$ cat src/rtl/demux_pkg.sv
// demux_pkg: state encoding and helpers shared by the guarded bus demultiplexer.
package demux_pkg;

    // Widest bus the idle-word helper can build.
    localparam int unsigned MAX_BUS_W = 256;

    // Guard intervals are counted in an 8-bit timer (0..255 cycles).
    localparam int unsigned TIMER_W = 8;

    // OFF: nothing routed. GUARD: break-before-make gap. ON: one channel routed.
    typedef enum logic [1:0] {
        OFF   = 2'd0,
        GUARD = 2'd1,
        ON    = 2'd2
    } demux_state_t;

    // Builds the idle word for a channel: lvl copied into the low 'width' bits.
    // The caller casts the result down to its own bus width.
    function automatic logic [MAX_BUS_W-1:0] unsel_word(input int unsigned width,
                                                        input logic lvl);
        logic [MAX_BUS_W-1:0] mask;
        mask = ~({MAX_BUS_W{1'b1}} << width);
        return {MAX_BUS_W{lvl}} & mask;
    endfunction

endpackage

$ cat src/rtl/demux_n_guarded_if.sv
// demux_n_guarded_if: bus and select handshake between the SPI engine (master)
// and the guarded demultiplexer (slave).
interface demux_n_guarded_if #(
    parameter int unsigned BUS_WIDTH = 8,
    parameter int unsigned NUM_CH    = 4
);
    localparam int unsigned CH_W = $clog2(NUM_CH);

    logic [BUS_WIDTH-1:0]        in;
    logic                        sel_req;
    logic [CH_W-1:0]             sel_ch;
    logic                        off_req;
    logic                        sel_ack;
    logic                        sel_err;
    logic                        busy;
    logic [CH_W-1:0]             active_ch;
    logic                        out_en;
    logic [NUM_CH*BUS_WIDTH-1:0] out;

    modport master (
        output in, sel_req, sel_ch, off_req,
        input  sel_ack, sel_err, busy, active_ch, out_en, out
    );

    modport slave (
        input  in, sel_req, sel_ch, off_req,
        output sel_ack, sel_err, busy, active_ch, out_en, out
    );

endinterface

$ cat src/rtl/guard_timer.sv
// guard_timer: loadable down-counter that times the all-idle gap between channels.
// It stops at zero rather than wrapping, so a stray enable cannot restart a guard.
module guard_timer
    import demux_pkg::*;
(
    input  logic               clk,
    input  logic               reset_n,
    input  logic               load_i,
    input  logic [TIMER_W-1:0] load_val_i,
    input  logic               en_i,
    output logic [TIMER_W-1:0] count_o,
    output logic               zero_o
);

    logic [TIMER_W-1:0] count_q;
    logic [TIMER_W-1:0] count_d;

    // Load has priority over counting; counting saturates at zero.
    always_comb begin
        count_d = count_q;
        if (load_i) begin
            count_d = load_val_i;
        end else if (en_i && (count_q != '0)) begin
            count_d = count_q - TIMER_W'(1);
        end
    end

    // Counter register, cleared by the asynchronous reset.
    always_ff @(posedge clk or negedge reset_n) begin
        if (!reset_n) begin
            count_q <= '0;
        end else begin
            count_q <= count_d;
        end
    end

    assign count_o = count_q;
    assign zero_o  = (count_q == '0);

endmodule

$ cat src/rtl/demux_n_guarded.sv
// demux_n_guarded: registered 1-to-NUM_CH bus demultiplexer with break-before-make
// switching. A channel change passes through GUARD, where every channel sits at the
// idle level, so two ports are never driven in the same cycle.
module demux_n_guarded
    import demux_pkg::*;
#(
    parameter int unsigned BUS_WIDTH    = 8,
    parameter int unsigned NUM_CH       = 4,
    parameter logic        UNSEL_LVL    = 1'b0,
    parameter int unsigned GUARD_CYCLES = 2
) (
    input  logic             clk,
    input  logic             reset_n,
    demux_n_guarded_if.slave bus
);

    localparam int unsigned CH_W = $clog2(NUM_CH);
    localparam logic [BUS_WIDTH-1:0] UNSEL_WORD =
        BUS_WIDTH'(unsel_word(BUS_WIDTH, UNSEL_LVL));
    localparam logic [TIMER_W-1:0] GUARD_LOAD = TIMER_W'(GUARD_CYCLES);

    demux_state_t        state_q;
    demux_state_t        state_d;
    logic [CH_W-1:0]     activeCh_q;
    logic [CH_W-1:0]     activeCh_d;
    logic                selAck_q;
    logic                selAck_d;
    logic                selErr_q;
    logic                selErr_d;

    logic                tmrLoad;
    logic [TIMER_W-1:0]  tmrLoadVal;
    logic                tmrEn;
    logic [TIMER_W-1:0]  tmrCount;
    logic                tmrZero;

    logic                chLegal;
    logic                guardDone;
    logic [NUM_CH*BUS_WIDTH-1:0] outFlat;

    // A request naming a channel beyond NUM_CH-1 is rejected with sel_err.
    assign chLegal = (32'(bus.sel_ch) < NUM_CH);

    // The guard ends on the edge where the timer steps from 1 to 0; zero is a
    // safety net so GUARD can never stall.
    assign guardDone = (tmrCount == TIMER_W'(1)) || tmrZero;

    guard_timer u_guard_timer (
        .clk        (clk),
        .reset_n    (reset_n),
        .load_i     (tmrLoad),
        .load_val_i (tmrLoadVal),
        .en_i       (tmrEn),
        .count_o    (tmrCount),
        .zero_o     (tmrZero)
    );

    // Next-state logic: off_req wins, then an illegal channel, then a select.
    // While in GUARD only off_req is honoured; other requests are dropped.
    always_comb begin
        state_d    = state_q;
        activeCh_d = activeCh_q;
        selAck_d   = 1'b0;
        selErr_d   = 1'b0;
        case (state_q)
            GUARD: begin
                if (bus.off_req) begin
                    state_d = OFF;
                end else if (guardDone) begin
                    state_d  = ON;
                    selAck_d = 1'b1;
                end
            end
            OFF, ON: begin
                if (bus.off_req) begin
                    state_d = OFF;
                end else if (bus.sel_req) begin
                    if (!chLegal) begin
                        selErr_d = 1'b1;
                    end else if ((state_q == ON) && (bus.sel_ch == activeCh_q)) begin
                        selAck_d = 1'b1;
                    end else begin
                        activeCh_d = bus.sel_ch;
                        if (GUARD_CYCLES == 0) begin
                            state_d  = ON;
                            selAck_d = 1'b1;
                        end else begin
                            state_d = GUARD;
                        end
                    end
                end
            end
            default: begin
                state_d = OFF;
            end
        endcase
    end

    // Timer is loaded on entry to GUARD and cleared whenever GUARD is left,
    // including an abort by off_req, so it always idles at zero.
    always_comb begin
        tmrLoad    = (state_d == GUARD) != (state_q == GUARD);
        tmrLoadVal = (state_d == GUARD) ? GUARD_LOAD : '0;
        tmrEn      = (state_q == GUARD);
    end

    // Control registers: state, routed channel and the two one-cycle pulses.
    always_ff @(posedge clk or negedge reset_n) begin
        if (!reset_n) begin
            state_q    <= OFF;
            activeCh_q <= '0;
            selAck_q   <= 1'b0;
            selErr_q   <= 1'b0;
        end else begin
            state_q    <= state_d;
            activeCh_q <= activeCh_d;
            selAck_q   <= selAck_d;
            selErr_q   <= selErr_d;
        end
    end

    // One output register per channel. Routing follows the next state, so the old
    // channel drops to idle on the same edge that leaves ON, and data appears on
    // the edge that enters ON.
    for (genvar k = 0; k < NUM_CH; k++) begin : g_ch
        logic [BUS_WIDTH-1:0] chan_q;
        logic [BUS_WIDTH-1:0] chan_d;

        // Route the input only to the channel that will be active next cycle.
        always_comb begin
            chan_d = UNSEL_WORD;
            if ((state_d == ON) && (32'(activeCh_d) == k)) begin
                chan_d = bus.in;
            end
        end

        // Channel register resets straight to the idle level, with no clock needed.
        always_ff @(posedge clk or negedge reset_n) begin
            if (!reset_n) begin
                chan_q <= UNSEL_WORD;
            end else begin
                chan_q <= chan_d;
            end
        end

        assign outFlat[k*BUS_WIDTH +: BUS_WIDTH] = chan_q;
    end

    assign bus.out       = outFlat;
    assign bus.sel_ack   = selAck_q;
    assign bus.sel_err   = selErr_q;
    assign bus.busy      = (state_q == GUARD);
    assign bus.out_en    = (state_q == ON);
    assign bus.active_ch = activeCh_q;

endmodule

$ cat src/flat_wrapper.sv
// flat-port wrapper written by rule: the top's interface ports become plain ports
module demux_n_guarded_flat import demux_pkg::*;
#(
    parameter int unsigned BUS_WIDTH    = 8,
    parameter int unsigned NUM_CH       = 4,
    parameter logic        UNSEL_LVL    = 1'b0,
    parameter int unsigned GUARD_CYCLES = 2
)
  (clk, reset_n, bus_in, bus_sel_req, bus_sel_ch, bus_off_req, bus_sel_ack, bus_sel_err, bus_busy, bus_active_ch, bus_out_en, bus_out);
  demux_n_guarded_if #(.BUS_WIDTH(BUS_WIDTH), .NUM_CH(NUM_CH)) bus_i ();
  input  logic clk;
  input  logic reset_n;
  input wire logic [$bits(bus_i.in)-1:0] bus_in;
  input wire logic [$bits(bus_i.sel_req)-1:0] bus_sel_req;
  input wire logic [$bits(bus_i.sel_ch)-1:0] bus_sel_ch;
  input wire logic [$bits(bus_i.off_req)-1:0] bus_off_req;
  output wire logic [$bits(bus_i.sel_ack)-1:0] bus_sel_ack;
  output wire logic [$bits(bus_i.sel_err)-1:0] bus_sel_err;
  output wire logic [$bits(bus_i.busy)-1:0] bus_busy;
  output wire logic [$bits(bus_i.active_ch)-1:0] bus_active_ch;
  output wire logic [$bits(bus_i.out_en)-1:0] bus_out_en;
  output wire logic [$bits(bus_i.out)-1:0] bus_out;
  assign bus_i.in = bus_in;
  assign bus_i.sel_req = bus_sel_req;
  assign bus_i.sel_ch = bus_sel_ch;
  assign bus_i.off_req = bus_off_req;
  assign bus_sel_ack = bus_i.sel_ack;
  assign bus_sel_err = bus_i.sel_err;
  assign bus_busy = bus_i.busy;
  assign bus_active_ch = bus_i.active_ch;
  assign bus_out_en = bus_i.out_en;
  assign bus_out = bus_i.out;
  demux_n_guarded #(.BUS_WIDTH(BUS_WIDTH), .NUM_CH(NUM_CH), .UNSEL_LVL(UNSEL_LVL), .GUARD_CYCLES(GUARD_CYCLES)) u_core (.clk(clk), .reset_n(reset_n), .bus(bus_i));
endmodule
$ cat config.mk
export PLATFORM = sky130hd
export DESIGN_NAME = demux_n_guarded_flat
export DESIGN_NICKNAME = d
export VERILOG_FILES = /design/src/rtl/demux_pkg.sv /design/src/rtl/demux_n_guarded_if.sv /design/src/rtl/guard_timer.sv /design/src/rtl/demux_n_guarded.sv /design/src/flat_wrapper.sv
export SDC_FILE = /design/constraint.sdc
export NUM_CORES = 1
export LEC_CHECK = 0
export BUFFER_PORTS_ARGS = -buffer_cell sky130_fd_sc_hd__buf_2
export CORE_MARGIN = 3
export CORE_UTILIZATION = 30
export CTS_CLUSTER_SIZE = 14
export DETAILED_ROUTE_END_ITERATION = 10
export PLACE_DENSITY = 0.58
export REMOVE_ABC_BUFFERS = 1
export SLEW_MARGIN = 15
export SYNTH_ARGS = -nofsm -noshare
export SYNTH_HDL_FRONTEND = slang
export SYNTH_SLANG_ARGS = --single-unit
$ cat constraint.sdc
create_clock -name clk -period 3.8 [get_ports clk]
set_clock_uncertainty 0.2 [all_clocks]
set_input_delay 0.19 -clock clk [delete_from_list [all_inputs] [get_ports clk]]
set_output_delay 0.19 -clock clk [all_outputs]
set_load 0.01 [all_outputs]
After elaboration in Yosys (flattened, before gate mapping)
Index checks and enable logic that the tools add are counted.

word-level totals
  register bits after elaboration = 45
  bits in latches = 0
  memory bits (writable) = 0
  ROM bits = 0
  input bits = 14
  memories kept = 0

cells by class
  add/subtract/negate cells = 1
  $mul = 0
  divide/modulo/power cells = 0
  order comparisons = 0
  eq/ne operators = 10
  shift-type cells = 0
  multiplexer cells = 23
  bitwise operators = 0
  reductions and logical operators = 13

operator list
  kind                                                 number
  two-way mux 8 bit                                    6
  two-way mux 2 bit                                    10
  equality test 2 bit, second input constant           4
  equality test 8 x 1 -> 1 bit, second input constant  1
  logical NOT 8 bit                                    1
  nonzero test 8 bit                                   1
  subtractor 8 x 1 -> 8 bit, second input constant     1
  equality test 2 x 1 -> 1 bit, second input constant  3
  logical AND 1 bit                                    6
  two-way mux 1 bit                                    5
  logical NOT 2 bit                                    2
  case mux 2 bit (2 select lines)                      1
  equality test 2 bit                                  1
  case mux 1 bit (2 select lines)                      1
  nonzero test 2 bit                                   1
  OR reduction 2 bit                                   1
  logical OR 1 bit                                     1
  != test 1 bit                                        1

Logic depth before layout (Yosys ltp)
  word-level depth = 9
  gate-level depth with buffers = 7
  depth with buffers taken out = 6

By module
A second synthesis with hierarchy kept.

second synthesis, totals
  cell total of the unflattened synthesis = 168
  area total of the unflattened synthesis = 2052.0 um2

modules (own cells, without submodules)
  module           instances  cells an instance  area each (um2)
  demux_n_guarded  1          110                1524.0
  guard_timer      1          58                 528.0

Worst setup path before layout
No wires, ideal clock.

  kind = flip-flop to flip-flop
  start point = register u_core.u_guard_timer.count_q[0], in the netlist u_core.u_guard_timer.count_o[0]
  end point = register u_core.u_guard_timer.count_q[3], in the netlist u_core.u_guard_timer.count_o[3]
  setup time = 0.135 ns
  arrival time = 1.657 ns
  setup slack = 1.808 ns
  stages on the path, launching flop included = 7
  clock period less this slack = 1.992 ns
  cell sequence = dfrtp_1 > inv_1 > ha_1 > nor4b_1 > a2111oi_0 > xnor2_1 > nor2_1

between the ends
  word-level cells in the longest chain between the ends = 8
  elaborated cells on any way between the ends = 14

RTL lines
  element                                                            RTL line                                  text
  start: declaration                                                 guard_timer.sv:15                         logic [TIMER_W-1:0] count_q;
  start signal: assignment                                           guard_timer.sv:33                         count_q <= count_d;
  equality test 8 x 1 -> 1 bit or logical NOT 8 bit (tied branches)  demux_n_guarded.sv:46, guard_timer.sv:38
  logical OR 1 bit                                                   demux_n_guarded.sv:46                     assign guardDone = (tmrCount == TIMER_W'(1)) || tmrZero;
  two-way mux 2 bit                                                  demux_n_guarded.sv:69                     end else if (guardDone) begin
  two-way mux 2 bit                                                  demux_n_guarded.sv:67                     if (bus.off_req) begin
  case mux 2 bit (2 select lines)                                    demux_n_guarded.sv:65                     case (state_q)
  equality test 2 x 1 -> 1 bit                                       demux_n_guarded.sv:102                    tmrLoad = (state_d == GUARD) != (state_q == GUARD);
  != test 1 bit                                                      demux_n_guarded.sv:102
  two-way mux 8 bit or nonzero test 2 bit (tied branches)            n/a

Parallel ways exist; a longest one is shown, timed or not. The select of a mux whose other input is x is not followed.
A chain may end at the register's enable or synchronous reset.

Worst setup path in the final report
  start point = register u_core.u_guard_timer.count_q[2], in the netlist u_core.u_guard_timer.count_o[2]
  end point = register u_core.g_ch[2].chan_q[3]

between the ends
  word-level cells in the longest chain between the ends = 8
  elaborated cells on any way between the ends = 9

RTL lines
  element                                                            RTL line                                  text
  equality test 8 x 1 -> 1 bit or logical NOT 8 bit (tied branches)  demux_n_guarded.sv:46, guard_timer.sv:38
  logical OR 1 bit *                                                 demux_n_guarded.sv:46
  two-way mux 2 bit *                                                demux_n_guarded.sv:69
  two-way mux 2 bit *                                                demux_n_guarded.sv:67
  case mux 2 bit (2 select lines) *                                  demux_n_guarded.sv:65
  equality test 2 bit *                                              demux_n_guarded.sv:132                    if ((state_d == ON) && (32'(activeCh_d) == k)) begin
  logical AND 1 bit *                                                demux_n_guarded.sv:132
  two-way mux 8 bit *                                                demux_n_guarded.sv:132
  named net u_core.g_ch[2].chan_d[3]                                 demux_n_guarded.sv:127                    logic [BUS_WIDTH-1:0] chan_d;
  end signal: assignment                                             demux_n_guarded.sv:142                    chan_q <= chan_d;
  end: declaration                                                   demux_n_guarded.sv:126                    logic [BUS_WIDTH-1:0] chan_q;

Mark *: on every way through the listed nets, which the timed path passes. The rest lies on a longest branch.

==> impl_metrics.csv <==
group,metric,value,unit
critical_path,crit_required,3.82,ns
floorplanning,num_io_pins,52,
placed_design,place_hpwl,2730,microns
placed_design,io_buffers,50,
clock_network,cts_tree,"done",
synth,yosysWarnings,0,
floorplanning,fp.coreArea,5740,sq um
routing,route.met2.wl,1620,microns
sta,relSlewSlack,35.3,%
synth,syn_inst,146,
floorplanning,dieArea,7130,sq um
routing,ant_nets,0,
routing,first_pass_iters,4,
routing,vias,1280,
synth,synth_ff_type,"dfrtp_1",
sta,finalSetupViolCount,0,
pwr,powerDensity,577,nW/um^2
routing,drtIter0Drc,87,
pwr,leakagePower,1.35,nW
layout,multiInputGateArea,644,sq um
layout,design_area,2340,sq um
routing,met1_length,1990,microns
clock_network,cts_max_level,2,
sta,worst_slew_pin_slew,0.971,ns
synth,synthTopCellsByCount,"dfrtp_1 (45), and3_1 (29), nor2_1 (12)",
critical_path,arrival,2.43,ns
floorplanning,dieHeight,84.5,microns
status,status,"completed",
synth,ys_ff_latch,45,
layout,ff_latch_area,1130,sq um
layout,num-fill-cells,559,
clock_network,cts_buffer_depth,2,
clock_network,clk_pin_slew,0.09,ns
sta,max_freq,415,MHz
routing,top_layer,"met4",
routing,dr_wl_met3,324,microns
layout,n_antenna_cell,0,
critical_path,critical_path.max_fanout,33,
layout,drive_above_1_share,32.5,%
clock_network,cts.sinks,45,
floorplanning,std_cell_rows,27,
global_route,grt_max_degree,46,
sta,post-route-period-util,63.5,%
synth,synthArstFlopShare,100,%
synth,synth_most_common_cell,"dfrtp_1",
layout,area_growth,26.8,%
synth,synth.area.top_cells,"dfrtp_1 (61%), and3_1 (9.8%), buf_8 (2.4%), nor2_1 (2.4%), ha_1 (2.0%)",
synth,synth-edff-count,0,
floorplanning,start_util,32.2,%
global_route,first_global_vias,1293,
routing,avgViaCountPerCell,4.56,
layout,fin_nets,225,
sta,report.final.slew_viol_count,0,
sta,tns,0,ns
critical_path,cp-start-kind,"flop",
global_route,grt_pass1_wl,6550,microns
synth,syn_area,1850,sq um
run,maxCapViolCount,0,
routing,avgRoutedWirePerCell,14.2,microns
min_path,min_path_type,"primary input to flop",
global_route,overflow,0,
synth,avgSynthCellArea,12.6,sq um
pwr,peakVddDrop,196,uV
synth,yosysSeqAreaShare,61.0,%
floorplanning,dieWidth,84.5,microns
synth,yosysTopAreaCellShare,61.0,%
placed_design,placed_area,2130,sq um
synth,yosysUniqueCellTypes,35,
sta,timing_hold_violations_final,0,
routing,wl,3980,microns
clock_network,cts_root_buf,"clkbuf_8",
clock_network,cts_resized,0,
global_route,antenna_found_initial,0,
critical_path,crit_type,"flop to flop",
routing,drc_errors,0,
placed_design,gp_congestion,0.789,
critical_path,end_kind,"flop",
global_route,grtUsageTotal,11.7,%
synth,yosysTopAreaCell,"dfrtp_1",
sta,rsz0062_at_grt,"no",
clock_network,clk_latency,0.30,ns
sta,period_needed,2.41,ns
clock_network,numCtsBuffers,5,
pwr,p_total,1.35,mW
clock_network,post-cts-setup-buffer-count,0,
-- layer usage --
layer | track usage, % | up-vias
li1 | - | 627
met1 | 16.6 | 599
met2 | 16.1 | 49
met3 | 5.10 | 5
met4 | 3.45 | 0
met5 | 0 | -
-- state kept, by name, summed over array words and instances (netlist names) --
signal / cells
u_core.state_q: 2
u_core.g_ch.chan_q: 32
u_core.bus.active_ch: 2
u_core.u_guard_timer.count_o: 8
u_core.bus.sel_ack: 1
-- report_power, final --
part	switching, mW	internal (mW)	total [mW]
logic	0.245	0.154	0.399
clock network	0.165	0.198	0.363
registers	0.0548	0.535	0.590
total	0.465	0.887	1.35
-- kinds of logic after synthesis --
kind of cell | Yosys count | synth area share, %
flops | 45 | 61.0
simple gates | 66 | 22.7
fa+ha+maj | 3 | 2.03
xor+xnor | 7 | 3.32
buf+inv | 10 | 4.13
other cells | 1 | 0.203
compound gates | 11 | 4.95
mux | 3 | 1.69
-- per-stage QoR --
stage	hold slack, ns	utilization [%]	cells	setup slack [ns]
floorplan	-0.306	-	141	1.79
global placement	0.211	37.1	263	1.47
detailed placement	0.207	37.1	263	1.42
CTS	0.00208	40.8	281	1.39
global route	0.0391	40.8	281	1.18
finish	0.0108	40.8	281	1.39
-- worst max-delay path, cell delays in order (launching register included) --
cell and delay [ns]:
dfrtp_1 0.45, nor3_4 0.34, nand3_1 0.22, o311ai_4 0.81, and3_1 0.32
-- what timing repair did --
action                                 in CTS  in global routing
setup endpoints to repair                   0                  0
endpoints found under the hold margin      78                  0
hold buffers                               10                  0
-- cell type report --
cell class	instances	area share [%]
Sequential cell	45	48.1
Multi-Input combinational cell	91	27.5
Timing Repair Buffer	60	15.0
Tap cell	72	3.85
Clock buffer	6	3.10
Clock inverter	2	1.66
Inverter	5	0.802
-- cells in the final DEF (no fill, tap or decap) --
cell	instances
and3_2	3
mux2_2	1
nor3_4	1
nand3_1	1
xor2_1	4
nor4b_1	3
clkbuf_1	1
nand2_1	3
conb_1	1
or3_2	1
a211oi_1	1
nor2_1	12
dlygate4sd3_1	10
nor3_1	2
o311ai_4	1
buf_2	50
a31oi_1	1
or4b_4	1
inv_1	5
a2111oi_0	1
o211ai_1	1
mux2i_1	2
clkbuf_8	5
clkinv_4	1
and2_0	2
ha_1	3
a21oi_1	3
xnor2_1	3
o21ai_1	1
and3_1	29
dfrtp_1	45
nand4b_1	1
or2_2	2
bufinv_16	1
o31ai_1	2
nand3b_1	2
nand2b_1	2
nor3b_4	1
-- final timing paths --
kind                                            startpoint                              end  slack [ns]  cells after the start
min reg2reg                u_core.u_guard_timer.count_o[7]  u_core.u_guard_timer.count_o[7]        0.39                      2
min in group asynchronous                          reset_n               u_core.bus.sel_ack        0.40                      2
max in group asynchronous                          reset_n                u_core.state_q[1]        2.40                      2
min                                          bus_sel_ch[1]          u_core.bus.active_ch[1]        0.01                      3
max                        u_core.u_guard_timer.count_o[2]         u_core.g_ch[2].chan_q[3]        1.39                      4
max reg2reg                u_core.u_guard_timer.count_o[2]         u_core.g_ch[2].chan_q[3]        1.39                      4
Power figures use the tool's default switching activity.
